<file path="src/rtl/icb_copy_pkg.sv">
// Shared definitions for the ICB block-copy master.
//   state_e      : controller states, also exported on the debug state port
//   WORD_BYTES   : address stride per 32-bit word
//   ICB_MASK_ALL : full byte-enable for 32-bit writes
package icb_copy_pkg;

    typedef enum logic [2:0] {
        IDLE   = 3'd0,
        RD_CMD = 3'd1,
        RD_RSP = 3'd2,
        WR_CMD = 3'd3,
        WR_RSP = 3'd4,
        FIN    = 3'd5
    } state_e;

    localparam int         WORD_BYTES   = 4;
    localparam logic [3:0] ICB_MASK_ALL = 4'hF;

endpackage

</file>
<file path="src/rtl/icb_copy_addr_gen.sv">
// Source/destination address and remaining-word counter for the copy master.
//   clk, rst      : clock, synchronous active-high reset
//   load          : capture src_in/dst_in (word aligned) and len_in
//   step          : advance both addresses by one word, decrement count
//   src_in/dst_in : byte addresses; bits [1:0] are forced to zero
//   len_in        : word count to load
//   src_nxt/dst_nxt : next-cycle address values, so the top can register
//                   its ICB address output in the same edge as load/step
//   last          : current count is 1, i.e. the word in flight is the final one
module icb_copy_addr_gen
    import icb_copy_pkg::*;
#(
    parameter int AW   = 32,
    parameter int LENW = 16
) (
    input  logic            clk,
    input  logic            rst,
    input  logic            load,
    input  logic            step,
    input  logic [AW-1:0]   src_in,
    input  logic [AW-1:0]   dst_in,
    input  logic [LENW-1:0] len_in,
    output logic [AW-1:0]   src_nxt,
    output logic [AW-1:0]   dst_nxt,
    output logic            last
);

    logic [AW-1:0]   src_q, src_d;
    logic [AW-1:0]   dst_q, dst_d;
    logic [LENW-1:0] cnt_q, cnt_d;

    always_comb begin
        src_d = src_q;
        dst_d = dst_q;
        cnt_d = cnt_q;
        if (load) begin
            src_d = src_in & ~AW'(3);
            dst_d = dst_in & ~AW'(3);
            cnt_d = len_in;
        end else if (step) begin
            // Plain AW-bit add: addresses wrap modulo 2^AW without complaint.
            src_d = src_q + AW'(WORD_BYTES);
            dst_d = dst_q + AW'(WORD_BYTES);
            cnt_d = cnt_q - LENW'(1);
        end
    end

    always_ff @(posedge clk) begin
        if (rst) begin
            src_q <= '0;
            dst_q <= '0;
            cnt_q <= '0;
        end else begin
            src_q <= src_d;
            dst_q <= dst_d;
            cnt_q <= cnt_d;
        end
    end

    assign src_nxt = src_d;
    assign dst_nxt = dst_d;
    assign last    = (cnt_q == LENW'(1));

endmodule

</file>
<file path="src/rtl/icb_copy_master.sv">
// ICB initiator copying len_words 32-bit words from src_addr to dst_addr.
// Optional feature macro: ICB_COPY_FILL_EN adds fill_mode/fill_data; with
// fill_mode=1 the read phase is skipped and every write carries fill_data.
//   clk, rst                     : clock, synchronous active-high reset
//   start, src_addr, dst_addr,
//   len_words                    : transfer request, accepted only when idle
//   busy, done, err              : status (done is a 1-cycle pulse, err sticky)
//   m_icb_cmd_*                  : ICB command channel (this block drives valid)
//   m_icb_rsp_*                  : ICB response channel (this block drives ready)
//   dbg_state                    : current controller state
//
// Handshake: a beat transfers on a rising clk edge where valid and ready are
// both high. While cmd_valid is high and cmd_ready low, addr/read/wdata/wmask
// stay constant. Only one transaction is outstanding; rsp_ready is high only
// while waiting for that transaction's response.
//
// All outputs are registered from next-state values, so done and busy change
// on the same edge as the state they describe.
module icb_copy_master
    import icb_copy_pkg::*;
#(
    parameter int AW   = 32,
    parameter int DW   = 32,
    parameter int LENW = 16
) (
    input  logic            clk,
    input  logic            rst,
`ifdef ICB_COPY_FILL_EN
    input  logic            fill_mode,
    input  logic [DW-1:0]   fill_data,
`endif
    input  logic            start,
    input  logic [AW-1:0]   src_addr,
    input  logic [AW-1:0]   dst_addr,
    input  logic [LENW-1:0] len_words,
    output logic            busy,
    output logic            done,
    output logic            err,
    output logic            m_icb_cmd_valid,
    input  logic            m_icb_cmd_ready,
    output logic [AW-1:0]   m_icb_cmd_addr,
    output logic            m_icb_cmd_read,
    output logic [DW-1:0]   m_icb_cmd_wdata,
    output logic [DW/8-1:0] m_icb_cmd_wmask,
    input  logic            m_icb_rsp_valid,
    output logic            m_icb_rsp_ready,
    input  logic            m_icb_rsp_err,
    input  logic [DW-1:0]   m_icb_rsp_rdata,
    output state_e          dbg_state
);

    state_e          state_q, state_d;
    logic            busy_q, busy_d;
    logic            done_q, done_d;
    logic            err_q, err_d;
    logic [DW-1:0]   data_q, data_d;
    logic            cmd_valid_q, cmd_valid_d;
    logic [AW-1:0]   cmd_addr_q, cmd_addr_d;
    logic            cmd_read_q, cmd_read_d;
    logic [DW-1:0]   cmd_wdata_q, cmd_wdata_d;
    logic [DW/8-1:0] cmd_wmask_q, cmd_wmask_d;
    logic            rsp_ready_q, rsp_ready_d;

    logic            ag_load, ag_step, ag_last;
    logic [AW-1:0]   ag_src_nxt, ag_dst_nxt;

    // fill_start: the request being accepted is a fill; fill_run: the
    // transfer in progress is a fill.
    logic            fill_start, fill_run;
    logic [DW-1:0]   fill_word;
`ifdef ICB_COPY_FILL_EN
    logic            fill_mode_q, fill_mode_d;
    assign fill_start = fill_mode;
    assign fill_run   = fill_mode_q;
    assign fill_word  = fill_data;
`else
    assign fill_start = 1'b0;
    assign fill_run   = 1'b0;
    assign fill_word  = '0;
`endif

    icb_copy_addr_gen #(
        .AW   (AW),
        .LENW (LENW)
    ) u_addr_gen (
        .clk     (clk),
        .rst     (rst),
        .load    (ag_load),
        .step    (ag_step),
        .src_in  (src_addr),
        .dst_in  (dst_addr),
        .len_in  (len_words),
        .src_nxt (ag_src_nxt),
        .dst_nxt (ag_dst_nxt),
        .last    (ag_last)
    );

    always_comb begin
        state_d = state_q;
        err_d   = err_q;
        data_d  = data_q;
        ag_load = 1'b0;
        ag_step = 1'b0;
`ifdef ICB_COPY_FILL_EN
        fill_mode_d = fill_mode_q;
`endif
        case (state_q)
            IDLE: begin
                if (start) begin
                    ag_load = 1'b1;
                    err_d   = 1'b0;
`ifdef ICB_COPY_FILL_EN
                    fill_mode_d = fill_mode;
`endif
                    if (len_words == '0) begin
                        state_d = FIN;
                    end else if (fill_start) begin
                        // The fill word sits in the data register for the
                        // whole transfer; no read ever overwrites it.
                        data_d  = fill_word;
                        state_d = WR_CMD;
                    end else begin
                        state_d = RD_CMD;
                    end
                end
            end
            RD_CMD: begin
                if (m_icb_cmd_ready) state_d = RD_RSP;
            end
            RD_RSP: begin
                if (m_icb_rsp_valid) begin
                    data_d = m_icb_rsp_rdata;
                    if (m_icb_rsp_err) begin
                        err_d   = 1'b1;
                        state_d = FIN;
                    end else begin
                        state_d = WR_CMD;
                    end
                end
            end
            WR_CMD: begin
                if (m_icb_cmd_ready) state_d = WR_RSP;
            end
            WR_RSP: begin
                if (m_icb_rsp_valid) begin
                    if (m_icb_rsp_err) begin
                        err_d   = 1'b1;
                        state_d = FIN;
                    end else begin
                        ag_step = 1'b1;
                        if (ag_last)       state_d = FIN;
                        else if (fill_run) state_d = WR_CMD;
                        else               state_d = RD_CMD;
                    end
                end
            end
            FIN:     state_d = IDLE;
            default: state_d = IDLE;
        endcase
    end

    // Outputs follow the state being entered, using the address/data values
    // that become current on the same edge.
    always_comb begin
        busy_d      = (state_d != IDLE);
        done_d      = (state_d == FIN);
        cmd_valid_d = (state_d == RD_CMD) || (state_d == WR_CMD);
        cmd_read_d  = (state_d == RD_CMD);
        rsp_ready_d = (state_d == RD_RSP) || (state_d == WR_RSP);
        cmd_wmask_d = (state_d == WR_CMD) ? ICB_MASK_ALL : '0;
        cmd_addr_d  = cmd_addr_q;
        cmd_wdata_d = cmd_wdata_q;
        if (state_d == RD_CMD) cmd_addr_d = ag_src_nxt;
        if (state_d == WR_CMD) begin
            cmd_addr_d  = ag_dst_nxt;
            cmd_wdata_d = data_d;
        end
    end

    always_ff @(posedge clk) begin
        if (rst) begin
            state_q     <= IDLE;
            busy_q      <= 1'b0;
            done_q      <= 1'b0;
            err_q       <= 1'b0;
            data_q      <= '0;
            cmd_valid_q <= 1'b0;
            cmd_addr_q  <= '0;
            cmd_read_q  <= 1'b0;
            cmd_wdata_q <= '0;
            cmd_wmask_q <= '0;
            rsp_ready_q <= 1'b0;
`ifdef ICB_COPY_FILL_EN
            fill_mode_q <= 1'b0;
`endif
        end else begin
            state_q     <= state_d;
            busy_q      <= busy_d;
            done_q      <= done_d;
            err_q       <= err_d;
            data_q      <= data_d;
            cmd_valid_q <= cmd_valid_d;
            cmd_addr_q  <= cmd_addr_d;
            cmd_read_q  <= cmd_read_d;
            cmd_wdata_q <= cmd_wdata_d;
            cmd_wmask_q <= cmd_wmask_d;
            rsp_ready_q <= rsp_ready_d;
`ifdef ICB_COPY_FILL_EN
            fill_mode_q <= fill_mode_d;
`endif
        end
    end

    assign busy            = busy_q;
    assign done            = done_q;
    assign err             = err_q;
    assign m_icb_cmd_valid = cmd_valid_q;
    assign m_icb_cmd_addr  = cmd_addr_q;
    assign m_icb_cmd_read  = cmd_read_q;
    assign m_icb_cmd_wdata = cmd_wdata_q;
    assign m_icb_cmd_wmask = cmd_wmask_q;
    assign m_icb_rsp_ready = rsp_ready_q;
    assign dbg_state       = state_q;

endmodule

</file>
<file path="config.mk">
export PLATFORM = sky130hd
export DESIGN_NAME = icb_copy_master
export DESIGN_NICKNAME = d
export VERILOG_FILES = /design/src/rtl/icb_copy_pkg.sv /design/src/rtl/icb_copy_addr_gen.sv /design/src/rtl/icb_copy_master.sv
export SDC_FILE = /design/constraint.sdc
export NUM_CORES = 1
export LEC_CHECK = 0
export ABC_AREA = 1
export CAP_MARGIN = 10
export CORE_MARGIN = 2
export CORE_UTILIZATION = 45
export CTS_CLUSTER_DIAMETER = 200
export CTS_CLUSTER_SIZE = 20
export DETAILED_ROUTE_END_ITERATION = 6
export PLACE_DENSITY = 0.72
export RECOVER_POWER = 100
export SLEW_MARGIN = 20
export SYNTH_ARGS = -nofsm -noshare
export SYNTH_HDL_FRONTEND = slang
export SYNTH_SLANG_ARGS = --single-unit
</file>
<file path="constraint.sdc">
create_clock -name clk -period 2.5 [get_ports clk]
set_clock_uncertainty 0.2 [all_clocks]
set_input_delay 0.75 -clock clk [delete_from_list [all_inputs] [get_ports clk]]
set_output_delay 0.75 -clock clk [all_outputs]
set_load 0.02 [all_outputs]
</file>
Word level (Yosys, flattened, before mapping)
Index checks and enable logic that the tools add are counted.
- bits in registers: 189
- bits of input ports: 118
- output and inout bits: 77
- logic and storage cells: 70
- add/subtract/negate cells: 3
- eq/ne operators: 13
- multiplexer cells: 30
- reductions and logical operators: 10
- operators with widths (kind ; number):
    2-to-1 mux 32 bit ; 8
    adder 32 x 3 -> 32 bit, second input constant ; 2
    2-to-1 mux 16 bit ; 2
    2-to-1 mux 3 bit ; 9
    equality test 16 x 1 -> 1 bit, second input constant ; 1
    logical NOT 16 bit ; 1
    subtractor 16 x 1 -> 16 bit, second input constant ; 1
    one-hot mux 3 bit (5 select lines) ; 1
    equality test 3 x 2 -> 1 bit, second input constant ; 4
    equality test 3 bit, second input constant ; 3
    2-to-1 mux 1 bit ; 8
    equality test 3 x 1 -> 1 bit, second input constant ; 2
    nonzero test 2 bit ; 3
    2-to-1 mux 4 bit ; 1
    != test 2 x 1 -> 1 bit, second input constant ; 2
    AND reduction 4 bit ; 1
    logical NOT 3 bit ; 1
    nonzero test 3 bit ; 1
    logical OR 1 bit ; 2
    != test 2 bit, second input constant ; 1
    one-hot mux 1 bit (2 select lines) ; 1
    OR reduction 2 bit ; 1

Depth between registers and ports, before layout
- depth after elaboration: 8
- depth in mapped cells: 14
- gate-level depth less buffers: 13

By module
From an unflattened synthesis, not the netlist that was laid out.
- cells, all modules: 1596
- area total of the unflattened synthesis: 10258.6 sq um
- by module, submodules not included (module ; times used ; cells each ; area each (sq um) ; seq. area each (sq um)):
    icb_copy_addr_gen ; 1 ; 825 ; 5278.8 ; 1601.5
    icb_copy_master ; 1 ; 771 ; 4979.8 ; 2122.0

Worst setup path before layout
Ideal clock, no wire load.
- path type: input-to-reg
- start point: in m_icb_rsp_err
- end point: reg cmd_addr_q[5] (netlist: m_icb_cmd_addr[5])
- library setup time: 132 ps
- data arrival time: 1851 ps
- slack: 317 ps
- cell stages on the path: 10
- buffers on the path: 2
- path through: inv_1 > nand2_1 > nor2_4 > buf_8 > buf_4 > nand3_1 > nand3_1 > o21ai_0 > a21oi_1 > a21oi_1
- word-level cells in the longest chain between the ends: 7
- elaborated cells between the ends (all ways): 17
- those cells by class: eq/ne: 2; mux: 14; reduce/logical: 1
- RTL lines (item ; line ; source):
    start, declared ; icb_copy_master.sv:47 ; input logic m_icb_rsp_err,
    2-to-1 mux 1 bit ; icb_copy_master.sv:146 ; if (m_icb_rsp_err) begin
    2-to-1 mux 1 bit ; icb_copy_master.sv:145 ; if (m_icb_rsp_valid) begin
    2-to-1 mux 1 bit ; icb_copy_master.sv:107 ; case (state_q)
    2-to-1 mux 32 bit ; icb_copy_addr_gen.sv:40 ; end else if (step) begin
    2-to-1 mux 32 bit ; icb_copy_addr_gen.sv:36 ; if (load) begin
    2-to-1 mux 32 bit ; icb_copy_master.sv:173 ; if (state_d == RD_CMD) cmd_addr_d = ag_src_nxt;
    2-to-1 mux 32 bit ; icb_copy_master.sv:174 ; if (state_d == WR_CMD) begin
    end signal, assigned ; icb_copy_master.sv:203 ; cmd_addr_q <= cmd_addr_d;
    end, declared ; icb_copy_master.sv:58 ; logic [AW-1:0] cmd_addr_q, cmd_addr_d;
Several ways; a longest one is shown, not always the timed one. The select of a mux whose other input is x is not followed.
A chain may end at the register's enable or synchronous reset.

Final worst setup path
- start point: reg state_q[2] (netlist: dbg_state[2])
- end point: out dbg_state[2]
- RTL lines (item ; line ; source):
    start, declared ; icb_copy_master.sv:52 ; state_e state_q, state_d;
    start signal, assigned ; icb_copy_master.sv:197 ; state_q <= state_d;
    end, declared ; icb_copy_master.sv:49 ; output state_e dbg_state
No word-level cell between the ends.

==> results.ini <==
[timing]
rsz0062_at_grt = false
hold_slack_ps = 255
period_share_pct = 98.2
tightestPinTransition_ps = 589
hold_violations = 0
fmax_mhz = 407
fin_crit_ps = 2460
setup_violations = 0
slew_viol_final = 0
maxSlewHeadroom_pct = 60.7

[logic_synthesis]
synthTopCellsByCount = nand2_1, dfxtp_1, nor2_1, nand3_1, inv_1
yosys.area_share.simple_pct = 37.8
synth.distinct_cells = 46
syn_nets = 1490
asyncSetResetFlopFracSynth_pct = 0
syn_area_um2 = 9430
synth_fa_ha_area_share_pct = 0.531
synth-edff-count = 0
ys_seq_area_share_pct = 39.5
ys_ff_latch = 186
synthCells = 1368
yosys_warnings = 0
yosys-top-cells-area = dfxtp_1, nand2_1, nand3_1, nor2_1, inv_1
ys.flop_type = dfxtp_1
muxShareOfSynthArea_pct = 2.03
synth_compound_area_share_pct = 9.13
synthXorXnorAreaFrac_pct = 2.32
synth_top_area_cell = dfxtp_1
synth_most_common_cell = nand2_1
synth_top_family_by_area = simple AND/OR/NAND/NOR gates
synth_area_per_cell_um2 = 6.90
synth_top_area_share_pct = 39.5

[pwr]
seq_power_share_pct = 43.1
combPwrFrac_pct = 20.9
clock_power_share_pct = 36.0
internal_power_mw = 5.33
power_mw = 7.72
switching_share_pct = 31.0
power_leakage_nw = 5.61
cellPowerDensity_nw_per_um2 = 606
p_switching_mw = 2.40
ir_drop_mv = 0.477

[grt]
grt_usage_pct = 26.2
antenna_found_initial = 0
grt_pass1_wl_mm = 46.2
grt_max_degree = 68
grt-ovfl-total = 0
grt_pass1_vias = 9256

[die]
rows = 52
start_util_pct = 46.2
pin_count = 195
die_h_um = 149
coreArea_um2 = 20400
die-area_um2 = 22100
die_w_um = 149

[worst_setup_path]
cp_num_buf_inv = 1
worstPathCellList = clkdlybuf4s50_1
worstSetupPathType = reg2out
critPathCaptureType = output pin
r2r_setup_slack_ps = 190
slowest_delay_ps = 640
critPathArrivalTime_ps = 1510
cp.required_ps = 1550
cp_max_fo = 5
critPathTopFamily = buffers and inverters
cp_slowest_cell = clkdlybuf4s50_1
crit_path_start_kind = flip-flop

[placement]
placedCellCount = 1867
gp_congestion = 0.926
place_hpwl_mm = 21.4
portBuffers = 190

[drt]
drcViolationCount = 0
dr_total_vias = 9685
vias_per_cell = 5.10
ant_nets = 0
wl_per_cell_um = 15.1
first_iter_violations = 581
first_pass_iters = 5
drt-total-wl_mm = 28.6

[finish]
drive_gt1_share_pct = 11.8
final_util_pct = 62.4
num_antenna_cells = 0
final_cells = 1899
area_growth_pct = 35.1
nNetsFinal = 1738

[run_status]
status = finished, final reports clean

[clock_tree]
clock_latency_ps = 440
cts_sinks = 186
cts-htree-levels = 4
clockBufferDepth = 2
cts-buffers-inserted = 17
cts-root-buf = clkbuf_16
tritoncts = built
clk_pin_slew_ps = 80

[flow_run]
cap_violations = 0

[min_path]
hold_class = reg2reg

==> layer usage <==
metal  vias to the layer above  wire length [um]  global-route usage, %
li1                       4919                 -                      -
met1                      4422             12600                   34.2
met2                       305             12900                   42.2
met3                        39              2560                   8.04
met4                         0               562                   7.38
met5                         -                 0                      0
==> power groups by stage <==
stage | registers, mW | logic (mW) | clock network (mW)
finish | 3.33 | 1.61 | 2.78
global route | 3.35 | 1.78 | 2.93
CTS | 3.33 | 1.66 | 2.82
detailed placement | 3.39 | 1.64 | 0
global placement | 3.39 | 1.62 | 0
floorplan | 3.44 | 0.808 | 0
==> final cells by class <==
type	count	area (um2)
Tap cell	270	338
Clock inverter	15	179
Inverter	130	493
Multi-Input combinational cell	991	4870
Timing Repair Buffer	290	2720
Sequential cell	186	3720
Fill cell	1938	7690
Clock buffer	17	425
==> registers in the layout, summed over array words and instances, names as in the netlist <==
register	cells
m_icb_cmd_valid	1
dbg_state	3
busy	1
m_icb_cmd_wdata	32
m_icb_rsp_ready	1
u_addr_gen.src_q	32
done	1
m_icb_cmd_read	1
m_icb_cmd_wmask	1
u_addr_gen.dst_q	32
m_icb_cmd_addr	32
u_addr_gen.cnt_q	16
data_q	32
err	1
==> kinds of logic (layout without fill, tap and decap cells) <==
kind of cell	after synthesis	after routing
and+or+nand+nor	799	799
adders and majority gates	4	4
buffers and inverters	191	452
DFF	186	186
muxes	17	17
AOI/OAI and AO/OA	146	146
xor gates and xnor gates	25	25
==> worst paths after layout <==
| kind | startpoint | endpoint | cells after the start |
|---|---|---|---|
| worst max-delay path | dbg_state[2] | dbg_state[2] | 1 |
| worst min-delay path | u_addr_gen.src_q[0] | u_addr_gen.src_q[0] | 2 |
| worst max register to register | dbg_state[1] | m_icb_cmd_wdata[13] | 8 |
| worst min register to register | u_addr_gen.src_q[0] | u_addr_gen.src_q[0] | 2 |
==> stage by stage <==
stage / setup slack, ps / area [um2] / TNS [ps]
after global routing: 4.38 / 12700 / 0
after detailed placement: -405 / 12200 / -38650
after CTS: 28.9 / 12900 / 0
after global placement: -392 / 12200 / -34350
final: 44.0 / 12700 / 0
after floorplan: 317 / 9430 / 0
==> cells in the final DEF, fill, tap and decap left out, types with 6 or more instances in the layout <==
| cell | netlist | layout |
|---|---|---|
| inv_8 | 0 | 6 |
| buf_4 | 11 | 69 |
| inv_2 | 10 | 9 |
| o21ai_0 | 49 | 46 |
| nor3_1 | 42 | 42 |
| clkdlybuf4s50_1 | 0 | 145 |
| o21bai_1 | 8 | 8 |
| dfxtp_1 | 186 | 185 |
| nand2_2 | 5 | 6 |
| buf_12 | 0 | 11 |
| inv_1 | 119 | 120 |
| nand3b_1 | 7 | 7 |
| nor2_4 | 9 | 8 |
| mux2_2 | 17 | 17 |
| xor2_1 | 16 | 16 |
| a31oi_1 | 10 | 10 |
| xnor2_1 | 9 | 9 |
| nand2_1 | 379 | 380 |
| a21oi_1 | 49 | 49 |
| clkbuf_1 | 21 | 17 |
| nor2_1 | 159 | 160 |
| or2_2 | 19 | 19 |
| nand4_1 | 20 | 20 |
| o22a_1 | 15 | 15 |
| dlygate4sd3_1 | 0 | 41 |
| clkbuf_16 | 0 | 17 |
| nand3_1 | 137 | 137 |
==> timing repair <==
action / CTS / global route
hold buffers: 0 / 0
pin swaps: 0 / 1
resized for setup: 2 / 9
buffers inserted: 0 / 0
endpoints found under the setup margin: 2 / 48
Power figures use the tool's default switching activity.
